$ cat src/rtl/stream_merge_rr.sv
`default_nettype none
// ============================================================================
// Module   : stream_merge_rr
// Purpose  : Two-input AXI4-Stream packet merger, round-robin at packet
//            boundaries, with a 2-entry registered skid buffer on the output.
// Revision : 1.0 - initial release
// ============================================================================
module stream_merge_rr #(
    parameter int DATA_W = 512,
    parameter int KEEP_W = DATA_W/8,
    parameter int USER_W = 16,
    parameter int CNT_W  = 32
) (
    input  logic              axis_aclk,
    input  logic              mod_rstn,

    input  logic              s_axis_in0_tvalid,
    input  logic [DATA_W-1:0] s_axis_in0_tdata,
    input  logic [KEEP_W-1:0] s_axis_in0_tkeep,
    input  logic              s_axis_in0_tlast,
    input  logic [USER_W-1:0] s_axis_in0_tuser_size,
    input  logic [USER_W-1:0] s_axis_in0_tuser_src,
    input  logic [USER_W-1:0] s_axis_in0_tuser_dst,
    output logic              s_axis_in0_tready,

    input  logic              s_axis_in1_tvalid,
    input  logic [DATA_W-1:0] s_axis_in1_tdata,
    input  logic [KEEP_W-1:0] s_axis_in1_tkeep,
    input  logic              s_axis_in1_tlast,
    input  logic [USER_W-1:0] s_axis_in1_tuser_size,
    input  logic [USER_W-1:0] s_axis_in1_tuser_src,
    input  logic [USER_W-1:0] s_axis_in1_tuser_dst,
    output logic              s_axis_in1_tready,

    output logic              m_axis_out_tvalid,
    output logic [DATA_W-1:0] m_axis_out_tdata,
    output logic [KEEP_W-1:0] m_axis_out_tkeep,
    output logic              m_axis_out_tlast,
    output logic [USER_W-1:0] m_axis_out_tuser_size,
    output logic [USER_W-1:0] m_axis_out_tuser_src,
    output logic [USER_W-1:0] m_axis_out_tuser_dst,
    input  logic              m_axis_out_tready,

    output logic [1:0]        grant,
    output logic [CNT_W-1:0]  pkt_cnt0,
    output logic [CNT_W-1:0]  pkt_cnt1
);

    localparam int PAY_W = DATA_W + KEEP_W + 1 + 3*USER_W;

    typedef enum logic [1:0] {
        IDLE = 2'd0,
        FWD0 = 2'd1,
        FWD1 = 2'd2
    } state_t;

    state_t            state_q, state_d;
    logic              rr_ptr_q, rr_ptr_d;
    logic [CNT_W-1:0]  pkt_cnt0_q, pkt_cnt0_d;
    logic [CNT_W-1:0]  pkt_cnt1_q, pkt_cnt1_d;

    logic              head_vld_q, head_vld_d;
    logic              tail_vld_q, tail_vld_d;
    logic [PAY_W-1:0]  head_q, head_d;
    logic [PAY_W-1:0]  tail_q, tail_d;

    logic [PAY_W-1:0]  w_pay0;
    logic [PAY_W-1:0]  w_pay1;
    logic [PAY_W-1:0]  w_in_pay;
    logic              w_room;
    logic              w_push;
    logic              w_pop;
    logic              w_in_last;

    assign w_pay0 = {s_axis_in0_tdata, s_axis_in0_tkeep, s_axis_in0_tlast,
                     s_axis_in0_tuser_size, s_axis_in0_tuser_src, s_axis_in0_tuser_dst};
    assign w_pay1 = {s_axis_in1_tdata, s_axis_in1_tkeep, s_axis_in1_tlast,
                     s_axis_in1_tuser_size, s_axis_in1_tuser_src, s_axis_in1_tuser_dst};

    assign w_in_pay  = (state_q == FWD1) ? w_pay1 : w_pay0;
    assign w_in_last = (state_q == FWD1) ? s_axis_in1_tlast : s_axis_in0_tlast;

    // A free entry exists whenever the tail slot is empty (tail implies head).
    assign w_room = ~tail_vld_q;

    assign s_axis_in0_tready = (state_q == FWD0) && w_room;
    assign s_axis_in1_tready = (state_q == FWD1) && w_room;

    assign w_push = (s_axis_in0_tvalid && s_axis_in0_tready) ||
                    (s_axis_in1_tvalid && s_axis_in1_tready);
    assign w_pop  = head_vld_q && m_axis_out_tready;

    assign grant    = {state_q == FWD1, state_q == FWD0};
    assign pkt_cnt0 = pkt_cnt0_q;
    assign pkt_cnt1 = pkt_cnt1_q;

    assign m_axis_out_tvalid = head_vld_q;
    assign {m_axis_out_tdata, m_axis_out_tkeep, m_axis_out_tlast,
            m_axis_out_tuser_size, m_axis_out_tuser_src, m_axis_out_tuser_dst} = head_q;

    // Arbitration FSM: one IDLE bubble per packet, lock held until tlast handshake.
    always_comb begin
        state_d    = state_q;
        rr_ptr_d   = rr_ptr_q;
        pkt_cnt0_d = pkt_cnt0_q;
        pkt_cnt1_d = pkt_cnt1_q;
        case (state_q)
            IDLE: begin
                if (s_axis_in0_tvalid && s_axis_in1_tvalid) begin
                    state_d = rr_ptr_q ? FWD1 : FWD0;
                end else if (s_axis_in0_tvalid) begin
                    state_d = FWD0;
                end else if (s_axis_in1_tvalid) begin
                    state_d = FWD1;
                end
            end
            FWD0: begin
                if (w_push && w_in_last) begin
                    state_d    = IDLE;
                    rr_ptr_d   = 1'b1;
                    pkt_cnt0_d = pkt_cnt0_q + CNT_W'(1);
                end
            end
            FWD1: begin
                if (w_push && w_in_last) begin
                    state_d    = IDLE;
                    rr_ptr_d   = 1'b0;
                    pkt_cnt1_d = pkt_cnt1_q + CNT_W'(1);
                end
            end
            default: begin
                state_d = IDLE;
            end
        endcase
    end

    // Skid buffer: head drives the output, tail catches the beat that arrives
    // while the head is stalled. The tail is only ever filled behind a valid head.
    always_comb begin
        head_d     = head_q;
        head_vld_d = head_vld_q;
        tail_d     = tail_q;
        tail_vld_d = tail_vld_q;
        if (!head_vld_q || w_pop) begin
            if (tail_vld_q) begin
                head_d     = tail_q;
                head_vld_d = 1'b1;
                tail_vld_d = w_push;
                if (w_push) begin
                    tail_d = w_in_pay;
                end
            end else if (w_push) begin
                head_d     = w_in_pay;
                head_vld_d = 1'b1;
            end else begin
                head_vld_d = 1'b0;
            end
        end else if (w_push) begin
            tail_d     = w_in_pay;
            tail_vld_d = 1'b1;
        end
    end

    always_ff @(posedge axis_aclk or negedge mod_rstn) begin
        if (!mod_rstn) begin
            state_q    <= IDLE;
            rr_ptr_q   <= 1'b0;
            pkt_cnt0_q <= '0;
            pkt_cnt1_q <= '0;
            head_vld_q <= 1'b0;
            tail_vld_q <= 1'b0;
            head_q     <= '0;
            tail_q     <= '0;
        end else begin
            state_q    <= state_d;
            rr_ptr_q   <= rr_ptr_d;
            pkt_cnt0_q <= pkt_cnt0_d;
            pkt_cnt1_q <= pkt_cnt1_d;
            head_vld_q <= head_vld_d;
            tail_vld_q <= tail_vld_d;
            head_q     <= head_d;
            tail_q     <= tail_d;
        end
    end

endmodule
`default_nettype wire

$ cat config.mk
export PLATFORM = sky130hd
export DESIGN_NAME = stream_merge_rr
export DESIGN_NICKNAME = d
export VERILOG_FILES = /design/src/rtl/stream_merge_rr.sv
export SDC_FILE = /design/constraint.sdc
export NUM_CORES = 2
export LEC_CHECK = 0
export CORE_AREA = 2 2 770 772
export DETAILED_ROUTE_END_ITERATION = 12
export DIE_AREA = 0 0 772 774
export DONT_BUFFER_PORTS = 1
export GPL_ROUTABILITY_DRIVEN = 0
export GPL_TIMING_DRIVEN = 0
export PLACE_DENSITY = 0.3
export SYNTH_ARGS = -nofsm -noshare
export SYNTH_HDL_FRONTEND = slang
export SYNTH_SLANG_ARGS = --single-unit
export TNS_END_PERCENT = 30
$ cat constraint.sdc
create_clock -name axis_aclk -period 3 [get_ports axis_aclk]
set_input_delay 0.6 -clock axis_aclk [delete_from_list [all_inputs] [get_ports axis_aclk]]
set_output_delay 0.6 -clock axis_aclk [all_outputs]
set_load 0.05 [all_outputs]
==> results.yml <==
run_status:
  status: "finished with violations"
  violations: "hold timing, setup timing"
synthesis:
  ys_seq_elements: 1319
  yosysSeqAreaShare: 0.554
  synth_compound_area_frac: 0.159
  synth-simple-area-share: 0.131
  synthAdderAreaFrac: 0.00105
  ys.flop_type: "dfrtp_1"
  synth_area_leaders: "dfrtp_1, a21oi_1, mux2i_1, nor2_1, o21ai_0"
  synth_most_common_cell: "dfrtp_1"
  netlist_instances: 6415
  synth-xor-area-share: 0.00911
  syn_area_per_cell_um2: 9.29
  synth_top_area_cell: "dfrtp_1"
  async_reset_ff_frac: 1.00
  netlist_area_mm2: 0.0596
  synth_fp_nets: 7675
  synth_edf_count: 0
  synth_cell_types: 39
  synth_top_area_share: 0.554
  synth_top_family_by_area: "compound AO/OA/AOI/OAI gates"
  synthMuxAreaShare: 0.105
  synth_top_cells_by_count: "dfrtp_1, nor2_1, a21oi_1"
  yosysWarningCount: 0
place:
  dp_hpwl_mm: 430
  pre_cts_slack_ns: -2.25
  placement.io_buffers: 0
  dpl-instance-area_mm2: 0.0697
worst_setup_path:
  worst_ep_arrival_time_ns: 2.60
  worst-path-buf-inv: 4
  critPathTopFamily: "buffers and inverters"
  reg2reg_slack_ns: -0.04
  start_kind: "flip-flop"
  worstSetupEndpointType: "output pin"
  crit_slowest_cell: "nor2b_4"
  criticalPathCategory: "flip-flop to output pin"
  crit-reg2reg-launch: "state_q[0]"
  worstPathCellList: "inv_2, ha_4, buf_16, buf_16, buf_16, nor2b_4"
  required_ns: 2.40
  path_max_fanout: 3
  worstRegToRegCells: 15
  regToRegEndpoint: "head_q[30]"
  max_stage_delay_ns: 0.48
  crit_top_cell: "buf_16"
cells_and_area:
  fin_util: 0.156
  postLayoutCellArea_mm2: 0.0917
  layout-drive-gt1-share: 0.102
  nets: 9176
  fillers: 66400
  areaGrowthSynthToFinish_pct: 53.9
sta:
  fin_crit_sh: 1.07
  slew_headroom: 0.113
  whs_ns: -0.169
  hold_viol: 170
  rsz0062_at_grt: "yes"
  skew_ns: 0.0487
  max_freq_ghz: 0.313
  post-route-min-period_ns: 3.20
  setup_viol: 19
  worst_pin_slew_ns: 1.33
  fin_ws_ns: -0.197
  slew_viol_final: 0
  tns_ns: -0.467
cts:
  clockRootBuffer: "clkbuf_16"
  cts_sinks: 1319
  cts_max_level: 4
  cts.clk_slew.worst_paths_ns: 0.06
  cts_buffers: 183
  clock_path_buffers: 4
  clk_latency_ns: 0.89
  cts_tree: "done"
route:
  ant_nets: 0
  dr.pass1.iters: 8
  avgRoutedWirePerCell_um: 32.4
  drc: 0
  viasPerCell: 3.67
  vias: 59100
  drt-initial-drc-count: 5023
  drt_wl_total_mm: 522
die:
  core_area_mm2: 0.589
  dieHeight_um: 774
  io-pin-count: 1949
  initial_core_util: 0.101
  fp.dieW_um: 772
  num_rows: 282
  dieArea_mm2: 0.598
global_route:
  grt_max_degree: 182
  first_global_vias: 56900
  grt_overflow_total: 0
  grt_pass1_wl_mm: 649
  grt_util_all_layers: 0.165
  antenna_found_initial: 507
power_and_ir_drop:
  vdd_drop_max_mv: 0.570
  powerDensity_mw_per_mm2: 1190
  p_leak_nw: 37.2
run:
  cap_violations: 0
min_path:
  min-delay-path-class: "input pin to async pin"
-- per-stage QoR --
| stage | power, mW | hold slack, ns | std cells |
|---|---|---|---|
| 3_5_place_dp | 80.4 | 0.307 | 14200 |
| 3_3_place_gp | 79.7 | 0.349 | 14200 |
| 5_1_grt | 115 | -0.207 | 16000 |
| 2_1_floorplan | 63.7 | 0.304 | 6415 |
| 4_1_cts | 108 | -0.242 | 15800 |
| 6_report | 109 | -0.169 | 16100 |
-- worst reg2reg max path, stage by stage, from the launching register on --
cell and delay, ns:
dfrtp_1 0.43, inv_2 0.10, ha_4 0.30, buf_16 0.18
buf_4 0.13, nand2_4 0.06, a21oi_4 0.19, o21ai_4 0.08
buf_12 0.15, buf_16 0.15, buf_16 0.29, buf_12 0.26
buf_16 0.15, buf_6 0.26, nand2_1 0.06, o21ai_0 0.10
-- final cells by class --
class	count	area, µm²	share of cell area
clock inverter	49	673	0.00734
sequential	1319	33000	0.360
antenna	233	583	0.00636
buffer	485	3320	0.0362
multi-input combinational	4588	24900	0.271
tap	7810	9770	0.107
timing repair buffer	1321	14000	0.152
inverter	18	70.1	0.000764
clock buffer	279	5440	0.0594
-- cells by family after synthesis --
group / count (synthesis)
buffers and inverters: 508
AND/OR/NAND/NOR: 2007
AO/OA/AOI/OAI: 1887
flip-flops: 1319
XOR/XNOR: 62
adder cells (fa/ha/maj): 5
multiplexers: 627
-- placed cells by master (no fill, tap or decap), types with 22 or more instances in the layout --
cell type and n:
buf_16 27, diode_2 233, dlygate4sd3_1 1223, mux2i_1 564, mux2i_4 31, buf_12 44, xnor2_1 32, nor2_1 1271
buf_6 37, a21oi_2 22, clkbuf_2 39, clkbuf_8 46, o21ai_0 514, o21ai_1 112, buf_2 125, xor2_1 30
a21oi_1 1230, dfrtp_1 1317, mux2i_2 30, clkbuf_4 22, nand2_1 653, clkbuf_16 199, clkbuf_1 182, buf_4 98
-- flip-flops by register name, indices dropped and copies added, names as in the netlist --
signal / cells
tail_q: 625
rr_ptr_q: 1
tail_vld_q: 1
m_axis_out_tvalid: 1
pkt_cnt0: 32
head_q: 625
pkt_cnt1: 32
state_q: 2
-- metal layers --
layer	vias to the layer above	track usage	part of all wire
li1	25100	-	-
met1	29400	0.202	0.40
met2	3236	0.254	0.44
met3	1020	0.0833	0.12
met4	362	0.0456	0.033
met5	-	0.00805	0.0056
-- where the power goes --
group / switching, mW / total [mW] / internal [mW]
Sequential: 24.0 / 49.9 / 25.9
Combinational: 21.8 / 35.8 / 14.0
Clock: 9.65 / 23.0 / 13.4
-- worst max path at each step --
stage / startpoint / endpoint / slack [ns] / depth (start not counted)
3_5_place_dp: state_q[0] / head_q[14] / -2.25 / 9
6_report: state_q[0] / s_axis_in1_tready / -0.20 / 6
3_3_place_gp: state_q[1] / tail_q[271] / -3.77 / 9
2_1_floorplan: state_q[0] / s_axis_in1_tready / 0.21 / 6
4_1_cts: state_q[0] / pkt_cnt0[18] / -0.47 / 8
5_1_grt: state_q[0] / s_axis_in1_tready / -0.35 / 6
-- repair_timing --
item	4_1_cts	5_1_grt
resized for setup	264	301
pin swaps	4	2
buffers inserted	23	34
cloned	3	14
endpoints found under the hold margin	1348	186
hold buffers	1229	32
endpoints found under the setup margin	1320	1292
Note: power is estimated with default switching activity, not from simulation.
